$ cat src/rtl/arcade_input_pkg.sv
// Shared constants, rotation type and decode helpers for the arcade input mapper.
package arcade_input_pkg;

    localparam logic [2:0] CSJ_R     = 3'd0;
    localparam logic [2:0] CSJ_L     = 3'd1;
    localparam logic [2:0] CSJ_D     = 3'd2;
    localparam logic [2:0] CSJ_U     = 3'd3;
    localparam logic [2:0] CSJ_FIRE  = 3'd4;
    localparam logic [2:0] CSJ_START = 3'd5;
    localparam logic [2:0] CSJ_COIN  = 3'd6;

    localparam int JOY_R     = 0;
    localparam int JOY_L     = 1;
    localparam int JOY_D     = 2;
    localparam int JOY_U     = 3;
    localparam int JOY_FIRE  = 4;
    localparam int JOY_START = 5;
    localparam int JOY_COIN  = 6;

    // Cursor keys match with or without the E0 extended prefix
    localparam logic [7:0] KEY_UP    = 8'h75;
    localparam logic [7:0] KEY_DOWN  = 8'h72;
    localparam logic [7:0] KEY_LEFT  = 8'h6B;
    localparam logic [7:0] KEY_RIGHT = 8'h74;

    localparam logic [8:0] KEY_FIRE_1  = 9'h029;
    localparam logic [8:0] KEY_FIRE_2  = 9'h014;
    localparam logic [8:0] KEY_START_1 = 9'h005;
    localparam logic [8:0] KEY_START_2 = 9'h016;
    localparam logic [8:0] KEY_COIN    = 9'h02E;

    localparam logic [8:0] KEY_P1_UP      = 9'h02D;
    localparam logic [8:0] KEY_P1_DOWN    = 9'h02B;
    localparam logic [8:0] KEY_P1_LEFT    = 9'h023;
    localparam logic [8:0] KEY_P1_RIGHT   = 9'h034;
    localparam logic [8:0] KEY_P1_FIRE    = 9'h01C;
    localparam logic [8:0] KEY_P1_START_1 = 9'h006;
    localparam logic [8:0] KEY_P1_START_2 = 9'h01E;
    localparam logic [8:0] KEY_P1_COIN    = 9'h036;

    typedef enum logic [1:0] {ROT_0, ROT_90, ROT_180, ROT_270} rot_e;

    typedef struct packed {
        logic       hit0;
        logic       hit1;
        logic [2:0] btn;
    } key_hit_t;

    function automatic logic [3:0] rotate_dirs(input rot_e rot, input logic [3:0] udlr);
        logic [3:0] r;
        r = udlr;
        case (rot)
            ROT_90:  r = {udlr[1], udlr[0], udlr[2], udlr[3]};
            ROT_180: r = {udlr[2], udlr[3], udlr[0], udlr[1]};
            ROT_270: r = {udlr[0], udlr[1], udlr[3], udlr[2]};
            default: r = udlr;
        endcase
        return r;
    endfunction

    function automatic key_hit_t key_decode(input logic [8:0] c);
        key_hit_t h;
        h = '0;
        unique case (1'b1)
            (c[7:0] == KEY_UP):    h = {1'b1, 1'b0, CSJ_U};
            (c[7:0] == KEY_DOWN):  h = {1'b1, 1'b0, CSJ_D};
            (c[7:0] == KEY_LEFT):  h = {1'b1, 1'b0, CSJ_L};
            (c[7:0] == KEY_RIGHT): h = {1'b1, 1'b0, CSJ_R};
            (c == KEY_FIRE_1),
            (c == KEY_FIRE_2):     h = {1'b1, 1'b0, CSJ_FIRE};
            (c == KEY_START_1),
            (c == KEY_START_2):    h = {1'b1, 1'b0, CSJ_START};
            (c == KEY_COIN):       h = {1'b1, 1'b0, CSJ_COIN};
            (c == KEY_P1_UP):      h = {1'b0, 1'b1, CSJ_U};
            (c == KEY_P1_DOWN):    h = {1'b0, 1'b1, CSJ_D};
            (c == KEY_P1_LEFT):    h = {1'b0, 1'b1, CSJ_L};
            (c == KEY_P1_RIGHT):   h = {1'b0, 1'b1, CSJ_R};
            (c == KEY_P1_FIRE):    h = {1'b0, 1'b1, CSJ_FIRE};
            (c == KEY_P1_START_1),
            (c == KEY_P1_START_2): h = {1'b0, 1'b1, CSJ_START};
            (c == KEY_P1_COIN):    h = {1'b0, 1'b1, CSJ_COIN};
            default:               h = '0;
        endcase
        return h;
    endfunction

endpackage

$ cat src/rtl/arcade_coin_pulse.sv
// Coin pulse stretcher: a rising source edge while idle yields COIN_PULSE high cycles.
module arcade_coin_pulse #(
    parameter int unsigned COIN_PULSE = 50000
) (
    input  logic clk_sys,
    input  logic reset_n,
    input  logic src,
    output logic pulse
);

    localparam int CW = $clog2(COIN_PULSE + 1);

    logic [CW-1:0] r_cnt;
    logic          r_src_d;

    always_ff @(posedge clk_sys or negedge reset_n) begin
        if (!reset_n) begin
            r_cnt   <= '0;
            r_src_d <= 1'b0;
        end else begin
            r_src_d <= src;
            if (src && !r_src_d && (r_cnt == '0)) begin
                r_cnt <= CW'(COIN_PULSE);
            end else if (r_cnt != '0) begin
                r_cnt <= r_cnt - 1'b1;
            end
        end
    end

    assign pulse = (r_cnt != '0);

endmodule

$ cat src/rtl/arcade_input_mapper.sv
// PS/2 + joystick merge, rotation remap and coin stretch into per-player CSJUDLR.
// Optional macro AUTOFIRE_EN gates fire with a free-running square wave.
module arcade_input_mapper
    import arcade_input_pkg::*;
#(
    parameter int          NUM_PLAYERS  = 2,
    parameter int unsigned COIN_PULSE   = 50000,
    parameter int unsigned AUTOFIRE_DIV = 200000
) (
    input  logic                     clk_sys,
    input  logic                     reset_n,
    input  logic [10:0]              ps2_key,
    input  logic [16*NUM_PLAYERS-1:0] joystick,
    input  logic [1:0]               rotate,
    input  logic                     auto_coin,
    input  logic [NUM_PLAYERS-1:0]   autofire,
    output logic [7*NUM_PLAYERS-1:0] csjudlr,
    output logic                     key_activity
);

    logic            r_tog;
    logic            r_armed;
    logic            r_act;
    logic [1:0][6:0] r_held;
    logic            w_event;
    key_hit_t        w_hit;

    // r_armed keeps the first post-reset cycle from decoding a stale toggle
    assign w_event = r_armed & (ps2_key[10] ^ r_tog);
    assign w_hit   = key_decode(ps2_key[8:0]);

    always_ff @(posedge clk_sys or negedge reset_n) begin
        if (!reset_n) begin
            r_tog   <= 1'b0;
            r_armed <= 1'b0;
            r_act   <= 1'b0;
            r_held  <= '0;
        end else begin
            r_tog   <= ps2_key[10];
            r_armed <= 1'b1;
            r_act   <= w_event;
            if (w_event && w_hit.hit0) r_held[0][w_hit.btn] <= ps2_key[9];
            if (w_event && w_hit.hit1) r_held[1][w_hit.btn] <= ps2_key[9];
        end
    end

    assign key_activity = r_act;

`ifdef AUTOFIRE_EN
    localparam int AFW = $clog2(AUTOFIRE_DIV + 1);

    logic [AFW-1:0] r_af_cnt;
    logic           r_af;

    always_ff @(posedge clk_sys or negedge reset_n) begin
        if (!reset_n) begin
            r_af_cnt <= '0;
            r_af     <= 1'b1;
        end else if (r_af_cnt == AFW'(AUTOFIRE_DIV - 1)) begin
            r_af_cnt <= '0;
            r_af     <= ~r_af;
        end else begin
            r_af_cnt <= r_af_cnt + 1'b1;
        end
    end
`else
    logic w_unused_af;
    assign w_unused_af = ^autofire;
`endif

    for (genvar p = 0; p < NUM_PLAYERS; p++) begin : g_pl
        logic [6:0] w_key;
        logic [6:0] w_raw;
        logic [3:0] w_dirs;
        logic       w_fire;
        logic       w_src;
        logic       w_coin;
        logic       w_unused;
        logic [5:0] r_out;

        if (p < 2) begin : g_key
            assign w_key = r_held[p];
        end else begin : g_nokey
            assign w_key = '0;
        end

        assign w_unused = ^joystick[16*p+7 +: 9];
        assign w_raw    = w_key | joystick[16*p +: 7];
        assign w_dirs   = rotate_dirs(rot_e'(rotate), w_raw[3:0]);
        assign w_src    = w_raw[CSJ_COIN] | (auto_coin & w_raw[CSJ_START]);

`ifdef AUTOFIRE_EN
        assign w_fire = w_raw[CSJ_FIRE] & (r_af | ~autofire[p]);
`else
        assign w_fire = w_raw[CSJ_FIRE];
`endif

        arcade_coin_pulse #(
            .COIN_PULSE(COIN_PULSE)
        ) u_coin (
            .clk_sys(clk_sys),
            .reset_n(reset_n),
            .src    (w_src),
            .pulse  (w_coin)
        );

        always_ff @(posedge clk_sys or negedge reset_n) begin
            if (!reset_n) begin
                r_out <= '0;
            end else begin
                r_out <= {w_raw[CSJ_START], w_fire, w_dirs};
            end
        end

        assign csjudlr[7*p +: 7] = {w_coin, r_out};
    end

endmodule
$ cat config.mk
export PLATFORM = sky130hd
export DESIGN_NAME = arcade_input_mapper
export DESIGN_NICKNAME = d
export VERILOG_FILES = /design/src/rtl/arcade_input_pkg.sv /design/src/rtl/arcade_coin_pulse.sv /design/src/rtl/arcade_input_mapper.sv
export SDC_FILE = /design/constraint.sdc
export NUM_CORES = 1
export LEC_CHECK = 0
export ABC_AREA = 0
export CORE_MARGIN = 10
export CORE_UTILIZATION = 45
export DETAILED_ROUTE_END_ITERATION = 6
export GPL_TIMING_DRIVEN = 0
export PLACE_DENSITY = 0.71
export SYNTH_ARGS = -nofsm -noshare
export SYNTH_HDL_FRONTEND = slang
export SYNTH_SLANG_ARGS = --single-unit
$ cat constraint.sdc
create_clock -name clk_sys -period 5.7 [get_ports clk_sys]
set_input_delay 0.855 -clock clk_sys [delete_from_list [all_inputs] [get_ports clk_sys]]
set_output_delay 0.855 -clock clk_sys [all_outputs]
set_load 0.02 [all_outputs]
Yosys cells after proc, flatten, opt, wreduce, memory -nomap -nowiden
Index checks and enable logic that the tools add are counted.
- flip-flop bits (word level): 63
- input bits: 50
- output and inout bits: 15
- word-level logic and storage cells: 72
- add/sub/neg operators: 2
- $lt $le $gt $ge: 2
- eq/ne operators: 20
- multiplexer cells: 11
- bitwise gates (word level): 8
- reductions and logical operators: 18
- operators by type and width (kind ; count):
    $pmux 5 s14 ; 1
    $mux 16 ; 4
    $eq 9x6->1 const B ; 7
    $eq 9x5->1 const B ; 4
    $eq 8x7->1 const B ; 4
    $logic_not 16->1 ; 2
    $reduce_bool 16->1 ; 2
    $sub 16x1->16 const B ; 2
    $pmux 4 s3 ; 2
    $eq 9x3->1 const B ; 2
    $bwmux 7 ; 2
    $or 7x7->7 ; 2
    $logic_and 1x1->1 ; 7
    $reduce_or 2->1 ; 3
    $eq 2x2->1 const B ; 2
    $lt 3x4->1 const B ; 1
    $reduce_bool 2->1 ; 2
    $and 1x1->1 ; 3
    $demux 1 s3 ; 1
    $ge 3x1->1 const B ; 1
    $eq 2x1->1 const B ; 1
    $logic_not 1->1 ; 2
    $or 1x1->1 ; 2
    $mux 1 ; 1
    $xor 1x1->1 ; 1

Longest topological paths before layout
- word-level depth: 8
- gate-level depth with buffers: 9
- mapped depth without buffers: 9

By module
A second synthesis with hierarchy kept.
- cells, all modules: 355
- area total of the unflattened synthesis: 3709.8 sq um
- modules (own cells, without submodules) (module ; instances ; cells each ; area each (sq um) ; seq. area each (sq um)):
    arcade_input_mapper ; 1 ; 179 ; 1870.5 ; 725.7
    arcade_coin_pulse ; 2 ; 88 ; 919.6 ; 425.4

Worst setup path after synthesis
OpenSTA, ideal clock, no wires.
- kind: reg-to-output
- start: register g_pl[1].u_coin.r_cnt[7]
- end: output port csjudlr[13]
- arrival time: 1.924 ns
- data required time: 4.845 ns
- slack: 2.921 ns
- stages on the path, launching flop included: 7
- path buffers: 1
- cell sequence: dfrtp_1 or4_1 or3_1 nand2b_1 nor2_4 inv_1 buf_4
- word-level cells in the longest chain between the ends: 1
- RTL lines (element ; RTL line ; text):
    from (decl) ; arcade_coin_pulse.sv:13 ; logic [CW-1:0] r_cnt;
    from (signal assigned) ; arcade_coin_pulse.sv:23 ; r_cnt <= CW'(COIN_PULSE);
    from (signal assigned) ; arcade_coin_pulse.sv:25 ; r_cnt <= r_cnt - 1'b1;
    $reduce_bool 16->1 ; arcade_coin_pulse.sv:30 ; assign pulse = (r_cnt != '0);
    to (decl) ; arcade_input_mapper.sv:17 ; output logic [7*NUM_PLAYERS-1:0] csjudlr,
No other way between the ends.

Worst setup path in the final report
Same ends and word-level chain as after synthesis.

==> flow_summary.yaml <==
floorplan:
  core-area_sq_um: 7290
  die_x_um: 107
  start_util_pct: 46.6
  rows: 31
  dieHeight_um: 107
  io_pins: 65
  die_area_sq_um: 11400
clocking:
  cts-buffers-inserted: 9
  cts_tree: "done"
  cts_root_buffer: "clkbuf_8"
  hold_buffers: 0
  cts_resized: 0
  clock-sinks: 63
  htree_levels: 3
  cts_buffer_depth: 2
  post_cts_buffers: 0
  clk_pin_slew_worst_paths_ns: 0.06
  clk_latency_ns: 0.34
drt:
  viasPerCell: 5.33
  drtPass1Iterations: 4
  drc: 0
  routed_wirelength_mm: 6.98
  wl_per_cell_um: 14.4
  antenna_left: 0
  vias: 2580
  drt-initial-drc-count: 112
global_route:
  grt_max_degree: 33
  overflow: 0
  grt_pass1_wl_mm: 12.2
  grt.total_usage_pct: 13.0
  antenna_found_initial: 0
  first_global_vias: 2596
timing:
  hold_viol: 0
  setup_viol: 0
  final_max_slew_viol_count: 0
  clock_skew_ns: 0.00576
  post-route-min-period_ns: 3.77
  tightest_slew_ns: 0.725
  setup_ws_ns: 1.93
  rsz0062_at_grt: "false"
  setup_tns_ns: 0
  fin_crit_sh_pct: 66.1
  slew_headroom_pct: 51.6
  fmax_mhz: 265
cells_and_area:
  postLayoutCellArea_sq_um: 4150
  area.sequential_sq_um: 1580
  fin_cells: 484
  multiInputGateArea_sq_um: 1680
  post-route-util_pct: 56.9
  diodes: 0
  synthToLayoutAreaGrowth_pct: 22.0
  drive_gt1_share_pct: 17.9
  nNetsFinal: 432
  fillers: 672
placed_design:
  gp_congestion: 0.844
  hpwl_mm: 5.41
  placed_cells: 468
  port_buffers: 42
  placed_cell_area_sq_um: 3960
  pre_cts_ws_ns: 2.22
critical_path:
  required_ns: 4.85
  worst_ep_arrival_time_ns: 2.91
  crit_path_end_kind: "output pin"
  crit_type: "reg2out"
  startpoint_type: "flop"
  rrSetupSlack_ns: 3.32
  worstPathMaxFanout: 10
status:
  status: "complete, no violations"
synthesis:
  synth_ff_type: "dfrtp_1"
  synth_area_sq_um: 3400
  synthCells: 326
  syn_nets: 378
  ys_types: 66
  synth_edf_count: 0
  ys_ff_latch: 63
  synth_warnings: 0
  async_flop_share_pct: 100
  ys_seq_area_share_pct: 46.4
  avgSynthCellArea_sq_um: 10.4
flow_run:
  cap_violations: 0
power_and_ir_drop:
  p_per_area_nw_per_um2: 259
  ir_drop_uv: 102
  p_leak_nw: 1.73
min_path:
  hp-class: "reg2reg"
Yosys cell counts (all sizes together) (4+ instances only):
master   n  area [sq um]
a21o     4          30.0
xor2    10          87.6
clkbuf   4          35.0
o21ai   14          70.1
nor2b    7          43.8
xnor2    6          52.6
dfrtp   63          1580
o211ai   4          40.0
mux2i    7          70.1
nand3    7          35.0
mux2    21           240
or3      6          42.5
nand2   11          41.3
or2      4          25.0
nor3b    6          56.3
nor4     5          31.3
nor3    27           146
and3b    6          55.1
a21oi   15          75.1
nor2    32           128
buf      7          56.3
inv     11          41.3
nand3b   4          30.0
layout make-up:
type	instances	share of cell area (%)
buffer	12	2.44
clock buffer	12	3.50
clock inverter	4	1.09
inverter	11	0.995
multi-input combinational	240	40.5
sequential	63	38.0
tap	99	2.99
timing repair buffer	43	10.5
metrics by stage:
| step | hold WS, ns | power [W] |
|---|---|---|
| finish | 0.461 | 0.00107 |
| global route | 0.490 | 0.00113 |
| CTS | 0.468 | 0.00109 |
| detailed placement | 0.455 | 0.000708 |
| global placement | 0.451 | 0.000701 |
| floorplan | 0.429 | 0.000634 |
critical path, stage by stage (launching register included):
cell	delay [ns]
dfrtp_1	0.42
or4_1	0.57
or3_1	0.40
nand2b_1	0.22
nor2_4	0.24
inv_1	0.06
buf_4	0.13
clkdlybuf4s50_1	0.53
final timing paths:
| path | start | to | depth (start not counted) |
|---|---|---|---|
| min in group asynchronous | reset_n | g_pl[1].u_coin.r_cnt[3] | 1 |
| worst min register to register | g_pl[1].u_coin.r_cnt[10] | g_pl[1].u_coin.r_cnt[10] | 1 |
| worst max register to register | g_pl[0].u_coin.r_cnt[3] | g_pl[0].u_coin.r_cnt[12] | 6 |
| max in group asynchronous | reset_n | g_pl[1].u_coin.r_cnt[15] | 2 |
| worst min-delay path | g_pl[1].u_coin.r_cnt[10] | g_pl[1].u_coin.r_cnt[10] | 1 |
| worst max-delay path | g_pl[1].u_coin.r_cnt[7] | csjudlr[13] | 7 |
power breakdown:
part           internal, W  switching [W]  total, W
Clock             0.000212       0.000163  0.000375
Combinational    0.0000879      0.0000863  0.000174
Sequential        0.000490      0.0000349  0.000524
Total             0.000789       0.000284   0.00107
flip-flops by register name, indices dropped and copies added, names as in the netlist:
register,count
g_pl.u_coin.r_cnt,32
g_pl.w_key,14
g_pl.r_out,12
g_pl.u_coin.r_src_d,2
key_activity,1
r_armed,1
r_tog,1
cell families (layout without fill, tap and decap cells):
group                    count (synthesis)  in the layout  share of synthesized area, %
XOR/XNOR                                16             16                          4.12
AND/OR/NAND/NOR                        136            136                          24.1
buffers and inverters                   23             82                          4.20
other                                    1              1                         0.110
AO/OA/AOI/OAI                           57             57                          11.2
adder cells (fa/ha/maj)                  2              2                         0.736
flip-flops                              63             63                          46.4
multiplexers                            28             28                          9.13
layout by cell type (no fill, tap or decap), types with 10 or more instances in the layout:
master,count
dfrtp_1,63
clkdlybuf4s50_1,41
nor2_1,31
nor3_1,26
mux2_2,19
a21oi_1,15
o21ai_0,12
clkbuf_8,12
nand2_1,11
inv_1,10
xor2_1,10
routing by layer:
metal / track usage, % / part of all wire, % / vias up
li1: - / - / 1286
met1: 15.7 / 45 / 1226
met2: 20.9 / 48 / 54
met3: 2.93 / 3.8 / 14
met4: 7.25 / 2.4 / 0
met5: 0 / 0 / -
No activity file was read; power rests on OpenSTA's default activity.
